$ cat config.mk
export PLATFORM = sky130hd
export DESIGN_NAME = oldland_pipe_ctl
export DESIGN_NICKNAME = d
export VERILOG_FILES = /design/src/rtl/oldland_defines.sv /design/src/rtl/oldland_hazard_detect.sv /design/src/rtl/oldland_pipe_ctl.sv
export SDC_FILE = /design/constraint.sdc
export NUM_CORES = 1
export LEC_CHECK = 0
export CORE_MARGIN = 2
export CORE_UTILIZATION = 37
export CTS_BUF_LIST = sky130_fd_sc_hd__clkbuf_4 sky130_fd_sc_hd__clkbuf_8
export CTS_CLUSTER_DIAMETER = 60
export DETAILED_ROUTE_END_ITERATION = 10
export HOLD_SLACK_MARGIN = 0.08
export MAX_ROUTING_LAYER = met4
export PLACE_DENSITY = 0.85
export SYNTH_ARGS = -nofsm -noshare
export SYNTH_HDL_FRONTEND = slang
export SYNTH_SLANG_ARGS = --single-unit
$ cat constraint.sdc
create_clock -name clk -period 2 [get_ports clk]
set_input_delay 0.2 -clock clk [delete_from_list [all_inputs] [get_ports clk]]
set_output_delay 0.2 -clock clk [all_outputs]
set_load 0.02 [all_outputs]
$ cat src/rtl/oldland_defines.sv
// Shared encodings for the Oldland pipeline sequencing controller.
package oldland_defines;

  typedef enum logic [2:0] {
    RUN        = 3'd0,
    HAZARD     = 3'd1,
    FLUSH      = 3'd2,
    EXC_DRAIN  = 3'd3,
    CACHE_WAIT = 3'd4
  } pipe_state_e;

  localparam int FLUSH_CYCLES_DEF = 2;

endpackage

$ cat src/rtl/oldland_hazard_detect.sv
// Load-use hazard compare between decode sources and the execute-stage load destination.
module oldland_hazard_detect (
  input  logic       dec_valid,
  input  logic [3:0] dec_ra_sel,
  input  logic [3:0] dec_rb_sel,
  input  logic       dec_uses_ra,
  input  logic       dec_uses_rb,
  input  logic       ex_valid,
  input  logic [3:0] ex_rd_sel,
  input  logic       ex_update_rd,
  input  logic       ex_mem_load,
  output logic       hazard
);

  logic ra_hit;
  logic rb_hit;

  assign ra_hit = dec_uses_ra && (ex_rd_sel == dec_ra_sel);
  assign rb_hit = dec_uses_rb && (ex_rd_sel == dec_rb_sel);
  assign hazard = ex_valid && ex_mem_load && ex_update_rd && dec_valid && (ra_hit || rb_hit);

endmodule

$ cat src/rtl/oldland_pipe_ctl.sv
// Oldland front-end sequencer: load-use bubbles, redirect flushes, exception entry,
// cache-op waits and data-bus back-pressure.
//   state      | meaning
//   RUN        | normal issue, watching for redirects/exceptions/cache ops/hazards
//   HAZARD     | one idle cycle while the load leaves execute
//   FLUSH      | fetch/decode killed after a redirect, counting down
//   EXC_DRAIN  | exception pending, waiting for the data bus to go idle
//   CACHE_WAIT | cache op in execute, waiting for cache_done
module oldland_pipe_ctl
  import oldland_defines::*;
#(
  parameter int FLUSH_CYCLES = FLUSH_CYCLES_DEF,
  parameter int CNT_W        = 3
) (
  input  logic       clk,
  input  logic       rst,
  input  logic       dec_valid,
  input  logic [3:0] dec_ra_sel,
  input  logic [3:0] dec_rb_sel,
  input  logic       dec_uses_ra,
  input  logic       dec_uses_rb,
  input  logic       dec_exception,
  input  logic       ex_valid,
  input  logic [3:0] ex_rd_sel,
  input  logic       ex_update_rd,
  input  logic       ex_mem_load,
  input  logic       ex_cache_instr,
  input  logic       cache_done,
  input  logic       branch_taken,
  input  logic       mem_busy,
  output logic       stall_fetch,
  output logic       stall_decode,
  output logic       bubble_ex,
  output logic       kill_fd,
  output logic       exc_enter,
  output logic [2:0] state
);

  localparam logic [CNT_W-1:0] FLUSH_LOAD = CNT_W'(FLUSH_CYCLES - 1);
  localparam logic             FLUSH_ONE  = (FLUSH_CYCLES == 1);

  pipe_state_e      st_q, st_d;
  logic [CNT_W-1:0] cnt_q, cnt_d;
  logic             hazard;
  logic             frozen;
  logic             stall_c, bubble_c, kill_c, exc_c;

  oldland_hazard_detect u_hazard (
    .dec_valid    (dec_valid),
    .dec_ra_sel   (dec_ra_sel),
    .dec_rb_sel   (dec_rb_sel),
    .dec_uses_ra  (dec_uses_ra),
    .dec_uses_rb  (dec_uses_rb),
    .ex_valid     (ex_valid),
    .ex_rd_sel    (ex_rd_sel),
    .ex_update_rd (ex_update_rd),
    .ex_mem_load  (ex_mem_load),
    .hazard       (hazard)
  );

  always_ff @(posedge clk) begin
    if (rst) begin
      st_q  <= RUN;
      cnt_q <= '0;
    end else begin
      st_q  <= st_d;
      cnt_q <= cnt_d;
    end
  end

  assign frozen = mem_busy && (st_q != EXC_DRAIN);

  always_comb begin
    st_d     = st_q;
    cnt_d    = cnt_q;
    stall_c  = 1'b0;
    bubble_c = 1'b0;
    kill_c   = 1'b0;
    exc_c    = 1'b0;
    if (frozen) begin
      stall_c = 1'b1;
    end else begin
      case (st_q)
        // A taken branch outranks an exception: the excepting instruction is on the wrong path.
        RUN: begin
          if (branch_taken) begin
            kill_c = 1'b1;
            cnt_d  = FLUSH_LOAD;
            st_d   = FLUSH_ONE ? RUN : FLUSH;
          end else if (dec_exception && dec_valid) begin
            stall_c = 1'b1;
            st_d    = EXC_DRAIN;
          end else if (ex_valid && ex_cache_instr) begin
            stall_c = 1'b1;
            st_d    = CACHE_WAIT;
          end else if (hazard) begin
            stall_c  = 1'b1;
            bubble_c = 1'b1;
            st_d     = HAZARD;
          end
        end
        HAZARD: begin
          if (branch_taken) begin
            kill_c = 1'b1;
            cnt_d  = FLUSH_LOAD;
            st_d   = FLUSH_ONE ? RUN : FLUSH;
          end else begin
            st_d = RUN;
          end
        end
        FLUSH: begin
          kill_c = 1'b1;
          if (branch_taken) begin
            cnt_d = FLUSH_LOAD;
            st_d  = FLUSH_ONE ? RUN : FLUSH;
          end else if (cnt_q <= CNT_W'(1)) begin
            cnt_d = '0;
            st_d  = RUN;
          end else begin
            cnt_d = cnt_q - CNT_W'(1);
          end
        end
        EXC_DRAIN: begin
          if (mem_busy) begin
            stall_c  = 1'b1;
            bubble_c = 1'b1;
          end else begin
            exc_c  = 1'b1;
            kill_c = 1'b1;
            cnt_d  = FLUSH_LOAD;
            st_d   = FLUSH_ONE ? RUN : FLUSH;
          end
        end
        CACHE_WAIT: begin
          if (cache_done) begin
            st_d = RUN;
          end else begin
            stall_c  = 1'b1;
            bubble_c = 1'b1;
          end
        end
        default: st_d = RUN;
      endcase
    end
  end

  assign stall_fetch  = stall_c && !rst;
  assign stall_decode = stall_c && !rst;
  assign bubble_ex    = bubble_c && !rst;
  assign kill_fd      = kill_c && !rst;
  assign exc_enter    = exc_c && !rst;
  assign state        = st_q;

endmodule

==> results_dict.tcl, run 1 <==
set metrics [dict create \
    cts_tree "built" \
    timing.critical_path.max_delay_family "buffers and inverters" \
    post_route_cells_drive_above_1_share_pct 23.6 \
    finish.utilization_pct 70.2 \
    synth_cells 78 \
    maxCapViolCount 0 \
    commonest_cells_after_routing_fill_and_taps_aside "28 x sky130_fd_sc_hd__clkdlybuf4s50_1, 20 x sky130_fd_sc_hd__buf_4, 9 x sky130_fd_sc_hd__nand2_1, 9 x sky130_fd_sc_hd__nor2_1, 8 x sky130_fd_sc_hd__xnor2_1" \
    fp.dieArea_sq_mm 0.00190 \
    critPathLaunchType "input pin" \
    worst_ep_arrival_time_ps 1730 \
    timing.critical_path.buf_inv 2 \
    largest_net_degree_at_the_start_of_global_routing 10 \
    drt-total-wl_mm 1.85 \
    finalNetCount 156 \
    yosysWarningCount 0 \
    grt_first_pass_wirelength_mm 3.03 \
    maximum_clock_frequency_ghz 0.519 \
    tightest_slew_ps 367 \
    dr.first_iter.drc_count 15 \
    port_buffers 32 \
    core_sq_mm 0.00149 \
    min_path_type "flip-flop to flip-flop" \
    register_area_sq_um 120 \
    die_w_microns 43.6 \
    synthToLayoutAreaGrowth_pct 80.0 \
    timing.final.ws_setup_ps 71.8 \
    hold_viol 0 \
    clock_root_buffer "sky130_fd_sc_hd__clkbuf_4" \
    max-vdd-ir-drop_v 0.000315 \
    detailedPlacementHpwl_mm 1.41 \
    final_period_minus_worst_setup_slack_ps 1930 \
    p_per_area_mw_per_mm2 410 \
    drt-pass1-iter-count 6 \
    antenna_found_initial 0 \
    timing.critical_path.cells "clkdlybuf4s50_1 > and4_1 > nand4_1 > o22ai_2 > nand4_1 > a211oi_2 > buf_4" \
    drc_errors 0 \
    dr_total_vias 768 \
    ant_nets 0 \
    synth_sequential_area_ratio_pct 20.7 \
    worst_slew_margin_rel_pct 75.2 \
    crit_type "input pin to output port" \
    period_share_pct 96.4 \
    max-clock-path-buffers 2 \
    critical_path.endpoint_type "output port" \
    cts.sinks 6 \
    synth.distinct_cells 31 \
    clock_latency_ps 260 \
    cts.htree.levels 1 \
    cp_data_required_time_ps 1800 \
    synth-seq-cells 6 \
    synth_area_per_cell_sq_um 7.44 \
    routed_wire_length_per_instance_microns 12.9 \
    static-leakage-power_uw 0.000416 \
    crit_path_frequent_cell "sky130_fd_sc_hd__nand4_1" \
    cts.clk_slew.worst_paths_ps 50 \
    timing.final.max_slew_violations 0 \
    postSynthNetCount 105 \
    top_level_ports 33 \
    finClkSkew_ps 2.04 \
    max_fanout_on_critical_path 3 \
    floorplan.rows 14 \
    multi_input_comb_area_sq_um 418 \
    synth_area_sq_um 581 \
    cts_inserted_buffers 3 \
    finalHoldWorstSlack_ps 513 \
    number_of_antenna_diodes 0 \
    layout_commonest_cell "sky130_fd_sc_hd__clkdlybuf4s50_1" \
    die_y_microns 43.6 \
    grt-ovfl-total 0 \
    initial_core_util_pct 39.0 \
    setup_viol_count_final 0 \
    gr_util_all_layers_pct 21.4 \
    cp_slowest_stage_delay_ps 470 \
    number_of_inserted_filler_cells_in_the_final_layout 120 \
    place_worst_setup_slack_ps -400 \
    first_global_vias 739 \
    cp_slowest_cell "sky130_fd_sc_hd__clkdlybuf4s50_1" \
    outcome "finished clean" \
    vias_per_cell 5.37 \
    final_gp_congestion 0.815 \
]
[timing repair]
action                     CTS  global route
buffers inserted             0             2
hold buffers                 0             0
setup endpoints to repair    3             3
pin swaps                    0             2
gates resized for setup     12             5
[cell families after synthesis]
logic type	Yosys count	share of synthesized area [%]
adders and majority gates	2	4.31
and+or+nand+nor	38	36.4
AOI/OAI and AO/OA	16	17.2
DFF	6	20.7
xor gates and xnor gates	8	12.1
buffers and inverters	8	9.27
[registers in the layout (all words and copies together) (netlist names)]
name and count:
cnt_q 3, state 3
[metrics by stage]
stage	cell area [sq um]	TNS [ps]	cells	total power, uW
after floorplan	581	0	78	209
after global placement	1010	-1040	138	302
after detailed placement	1010	-1150	138	306
after CTS	1030	0	141	430
after global routing	1040	-149	143	453
final	1040	0	143	429
[worst reg2reg max path, cell delays in order, from the launching register on]
cell                      delay (ps)
sky130_fd_sc_hd__dfxtp_1         320
sky130_fd_sc_hd__inv_1            80
sky130_fd_sc_hd__ha_1            130
sky130_fd_sc_hd__o21ba_2         150
sky130_fd_sc_hd__o21ai_1         250
sky130_fd_sc_hd__nand2_1         200
sky130_fd_sc_hd__or3_1           390
sky130_fd_sc_hd__a21oi_1         150
[Yosys cell counts]
master | number | share of area (%)
sky130_fd_sc_hd__nand2_1 | 9 | 5.8
sky130_fd_sc_hd__nor2_1 | 9 | 5.8
sky130_fd_sc_hd__xnor2_1 | 8 | 12
sky130_fd_sc_hd__dfxtp_1 | 6 | 21
sky130_fd_sc_hd__a21oi_1 | 4 | 3.4
sky130_fd_sc_hd__nor3_1 | 4 | 3.4
sky130_fd_sc_hd__a211oi_1 | 3 | 3.9
sky130_fd_sc_hd__inv_1 | 3 | 1.9
sky130_fd_sc_hd__nand3b_1 | 3 | 3.9
sky130_fd_sc_hd__nand4_1 | 3 | 3.2
sky130_fd_sc_hd__o21ai_0 | 3 | 2.6
sky130_fd_sc_hd__ha_1 | 2 | 4.3
sky130_fd_sc_hd__nor4_1 | 2 | 2.2
sky130_fd_sc_hd__o21ai_1 | 2 | 1.7
sky130_fd_sc_hd__and4_1 | 1 | 1.5
sky130_fd_sc_hd__buf_2 | 1 | 0.86
sky130_fd_sc_hd__buf_4 | 1 | 1.3
sky130_fd_sc_hd__buf_6 | 1 | 1.9
sky130_fd_sc_hd__buf_8 | 1 | 2.6
sky130_fd_sc_hd__clkbuf_1 | 1 | 0.65
sky130_fd_sc_hd__nand3_1 | 1 | 0.86
sky130_fd_sc_hd__nor3b_1 | 1 | 1.3
sky130_fd_sc_hd__nor4b_1 | 1 | 1.5
sky130_fd_sc_hd__nor4b_2 | 1 | 2.6
sky130_fd_sc_hd__o21ba_2 | 1 | 1.7
sky130_fd_sc_hd__o22ai_1 | 1 | 1.1
sky130_fd_sc_hd__o31ai_1 | 1 | 1.3
sky130_fd_sc_hd__o41ai_1 | 1 | 1.5
sky130_fd_sc_hd__or3_1 | 1 | 1.1
sky130_fd_sc_hd__or4_1 | 1 | 1.3
sky130_fd_sc_hd__or4_4 | 1 | 1.9
[routing by layer]
metal	vias up	GRT usage, %	wire length (microns)
li1	383	-	-
met1	363	27.5	811
met2	20	33.5	932
met3	2	4.17	78
met4	0	6.67	24
met5	-	-	0
[layout make-up]
type                    count  share of cell area [%]
repair buffers             51                    43.4
multi-input cells          64                    40.0
flip-flops and latches      6                    11.5
clock buffers               3                    2.16
well taps                  16                    1.92
inverters                   3                    1.08
[report_power, final]
| part | switching (uW) | internal (uW) |
|---|---|---|
| clock | 55.0 | 68.6 |
| sequential | 5.63 | 125 |
| combinational | 70.5 | 104 |
[path summary, 6_finish.rpt]
path | start | end | slack [ps] | cells past startpoint
max reg2reg | cnt_q[1]$_SDFFE_PP0P_ | state[2]$_SDFFE_PP0P_ | 240 | 7
min | cnt_q[2]$_SDFFE_PP0P_ | cnt_q[2]$_SDFFE_PP0P_ | 510 | 2
min reg2reg | cnt_q[2]$_SDFFE_PP0P_ | cnt_q[2]$_SDFFE_PP0P_ | 510 | 2
max | ex_valid | bubble_ex | 70 | 7
No activity file was read; power rests on OpenSTA's default activity.
==> run 2, diff against run 1 <==
==> constraint.sdc (replaced) <==
create_clock -name clk -period 2 [get_ports clk]
set_input_delay 0.2 -clock clk [delete_from_list [all_inputs] [get_ports clk]]
set_output_delay 0.2 -clock clk [all_outputs]
set_load 0.05 [all_outputs]
==> run 2 against run 1 <==
Against the previous run: register-to-register slack gained 30 ps; total power is 0.68% higher; sequential cell count unchanged; largest cell class is now multi-input gates; critical endpoint unchanged; critical path depth unchanged.
==> results_dict.tcl, run 2 (same netlist as run 1, synthesis figures left out) <==
set metrics [dict create \
    grt-ovfl-total 0 \
    drt-pass1-iter-count 4 \
    timing.final.max_slew_violations 0 \
    number_of_inserted_filler_cells_in_the_final_layout 120 \
    final_cell_area_sq_mm 0.00103 \
    worst_ep_arrival_time_ps 1710 \
    worst_slew_margin_rel_pct 67.3 \
    max-vdd-ir-drop_v 0.000216 \
    grt_first_pass_wirelength_mm 3.02 \
    p_per_area_mw_per_mm2 420 \
    worst-r2r-setup-slack_ps 270 \
    cts_tree "built" \
    clock_root_buffer "sky130_fd_sc_hd__clkbuf_4" \
    outcome "finished clean" \
    first_global_vias 710 \
    whs_endpoint "cnt_q[2]$_SDFFE_PP0P_" \
    static-leakage-power_uw 0.000387 \
    gr_util_all_layers_pct 21.5 \
    timing.rr.start "cnt_q[1]$_SDFFE_PP0P_" \
    layout_commonest_cell "sky130_fd_sc_hd__clkdlybuf4s50_1" \
    finalNetCount 141 \
    critPathLaunchType "input pin" \
    initial_core_util_pct 39.0 \
    final_period_minus_worst_setup_slack_ps 1910 \
    hold_viol 0 \
    clock_latency_ps 250 \
    port_buffers 32 \
    worstReg2RegEnd "state[2]$_SDFFE_PP0P_" \
    cts-hold-fix-buffers 0 \
    number_of_antenna_diodes 0 \
    cts_inserted_buffers 3 \
    maxCapViolCount 0 \
    floorplan.rows 14 \
    max_fanout_on_critical_path 3 \
    min_path_type "flip-flop to flip-flop" \
    crit_type "input pin to output port" \
    period_share_pct 95.7 \
    finalHoldWorstSlack_ps 521 \
    fp.dieArea_sq_mm 0.00190 \
    power.share.clock_pct 27.2 \
    pnr_total_power_uw 432 \
    dr.first_iter.drc_count 11 \
    setup_viol_count_final 0 \
    dr_total_vias 701 \
    cts.clk_slew.worst_paths_ps 50 \
    drc_errors 0 \
    power.switching_fraction_pct 33.6 \
    drt-total-wl_mm 1.78 \
    cellInternalPower_uw 287 \
    place_inst 124 \
    cts.sinks 6 \
    core_sq_mm 0.00149 \
    grt-busiest-layer "met2" \
    top_level_ports 33 \
    register_area_sq_um 124 \
    synthToLayoutAreaGrowth_pct 77.2 \
    routed_wire_length_per_instance_microns 13.9 \
    gr-usage-met2_pct 35.3 \
    hold_path_depth 2 \
    power_frac_seq_pct 31.8 \
    post_route_cells_drive_above_1_share_pct 22.3 \
    grt_setup_unrepaired "false" \
    commonest_cells_after_routing_fill_and_taps_aside "16 x sky130_fd_sc_hd__clkdlybuf4s50_1, 10 x sky130_fd_sc_hd__dlygate4sd2_1, 9 x sky130_fd_sc_hd__nand2_1, 9 x sky130_fd_sc_hd__nor2_1, 7 x sky130_fd_sc_hd__xnor2_1" \
    finClkSkew_ps 4.39 \
    ant_nets 0 \
    cts.htree.levels 1 \
    worstHoldStart "cnt_q[2]$_SDFFE_PP0P_" \
    maximum_clock_frequency_ghz 0.522 \
    multi_input_comb_area_sq_um 455 \
    r2r.worst_path.cells 7 \
    grtUsageMet3_pct 1.67 \
    p_sw_uw 145 \
    final_gp_congestion 0.787 \
    antenna_found_initial 0 \
    tightest_slew_ps 489 \
    die_w_microns 43.6 \
    p_comb_share_pct 41.0 \
    vias_per_cell 5.48 \
    die_y_microns 43.6 \
    max-clock-path-buffers 2 \
    detailedPlacementHpwl_mm 1.41 \
    placed_inst_area_sq_um 977 \
    critical_path.endpoint_type "output port" \
    timing.final.ws_setup_ps 85.9 \
    place_worst_setup_slack_ps -93.7 \
    largest_net_degree_at_the_start_of_global_routing 12 \
    cp_data_required_time_ps 1800 \
    fin_cells 128 \
    groute.layer.met1.usage_pct 26.8 \
]
==> run 2: cell types whose count changed in the layout (fill, tap and decap cells not counted), sizes merged <==
cell	before	now
clkbuf	3	4
buf	22	8
dlygate4sd2	0	10
clkdlybuf4s50	28	16
==> run 2: worst max-delay path by stage <==
stage / from / to / slack [ps] / depth (start not counted)
global placement: ex_valid / bubble_ex / -10 / 7
CTS: ex_rd_sel[0] / bubble_ex / 1 / 7
floorplan: state[2]$_SDFFE_PP0P_ / bubble_ex / -70 / 4
global route: dec_rb_sel[0] / bubble_ex / 2 / 7
finish: dec_rb_sel[0] / bubble_ex / 90 / 7
detailed placement: ex_valid / bubble_ex / -90 / 7
==> run 2: cell type report <==
cell class	count	area share [%]
multi-input combinational	64	44.3
clock buffer	3	2.19
sequential	6	12.0
tap	16	1.95
inverter	3	1.09
timing repair buffer	36	38.4
==> run 2: repair_timing <==
item,CTS,global route
endpoints found under the hold margin,0,0
buffers inserted,1,0
endpoints found under the setup margin,3,3
pin swaps,8,3
resized for setup,12,4
==> run 2: power groups by stage <==
stage	clock [uW]	sequential [uW]	combinational, uW
6_report	117	138	177
3_3_place_gp	0	137	174
4_1_cts	118	136	175
2_1_floorplan	0	143	89.4
5_1_grt	125	139	190
3_5_place_dp	0	138	178
==> run 2: through the flow <==
stage / utilization [%] / setup TNS, ps
finish: 69.1 / 0
global route: 69.1 / 0
CTS: 67.7 / 0
detailed placement: 65.6 / -272
floorplan: - / -68.8
global placement: 65.6 / -38.2
==> run 2: routing by layer <==
metal / vias up / share of wire, % / routed length [microns]
met4: 0 / 2.0 / 35
met3: 5 / 3.5 / 62
met2: 23 / 49 / 875
met1: 319 / 45 / 805
li1: 354 / - / -
met5: - / 0 / 0
==> run 2: critical path, stage by stage <==
cell                              delay, ps
sky130_fd_sc_hd__clkdlybuf4s50_1        470
sky130_fd_sc_hd__xnor2_1                120
sky130_fd_sc_hd__nand2_1                100
sky130_fd_sc_hd__o22ai_2                210
sky130_fd_sc_hd__nand4_1                130
sky130_fd_sc_hd__a211oi_2               270
sky130_fd_sc_hd__clkbuf_16              210
==> run 3, diff against run 2 <==
--- a/config.mk
+++ b/config.mk
@@ -10,6 +10,7 @@
 export CTS_BUF_LIST = sky130_fd_sc_hd__clkbuf_4 sky130_fd_sc_hd__clkbuf_8
 export CTS_CLUSTER_DIAMETER = 60
 export DETAILED_ROUTE_END_ITERATION = 10
+export GPL_ROUTABILITY_DRIVEN = 0
 export HOLD_SLACK_MARGIN = 0.08
 export MAX_ROUTING_LAYER = met4
 export PLACE_DENSITY = 0.85
==> results of run 3 <==
Final layout, timing and power as in run 2 (identical DEF).
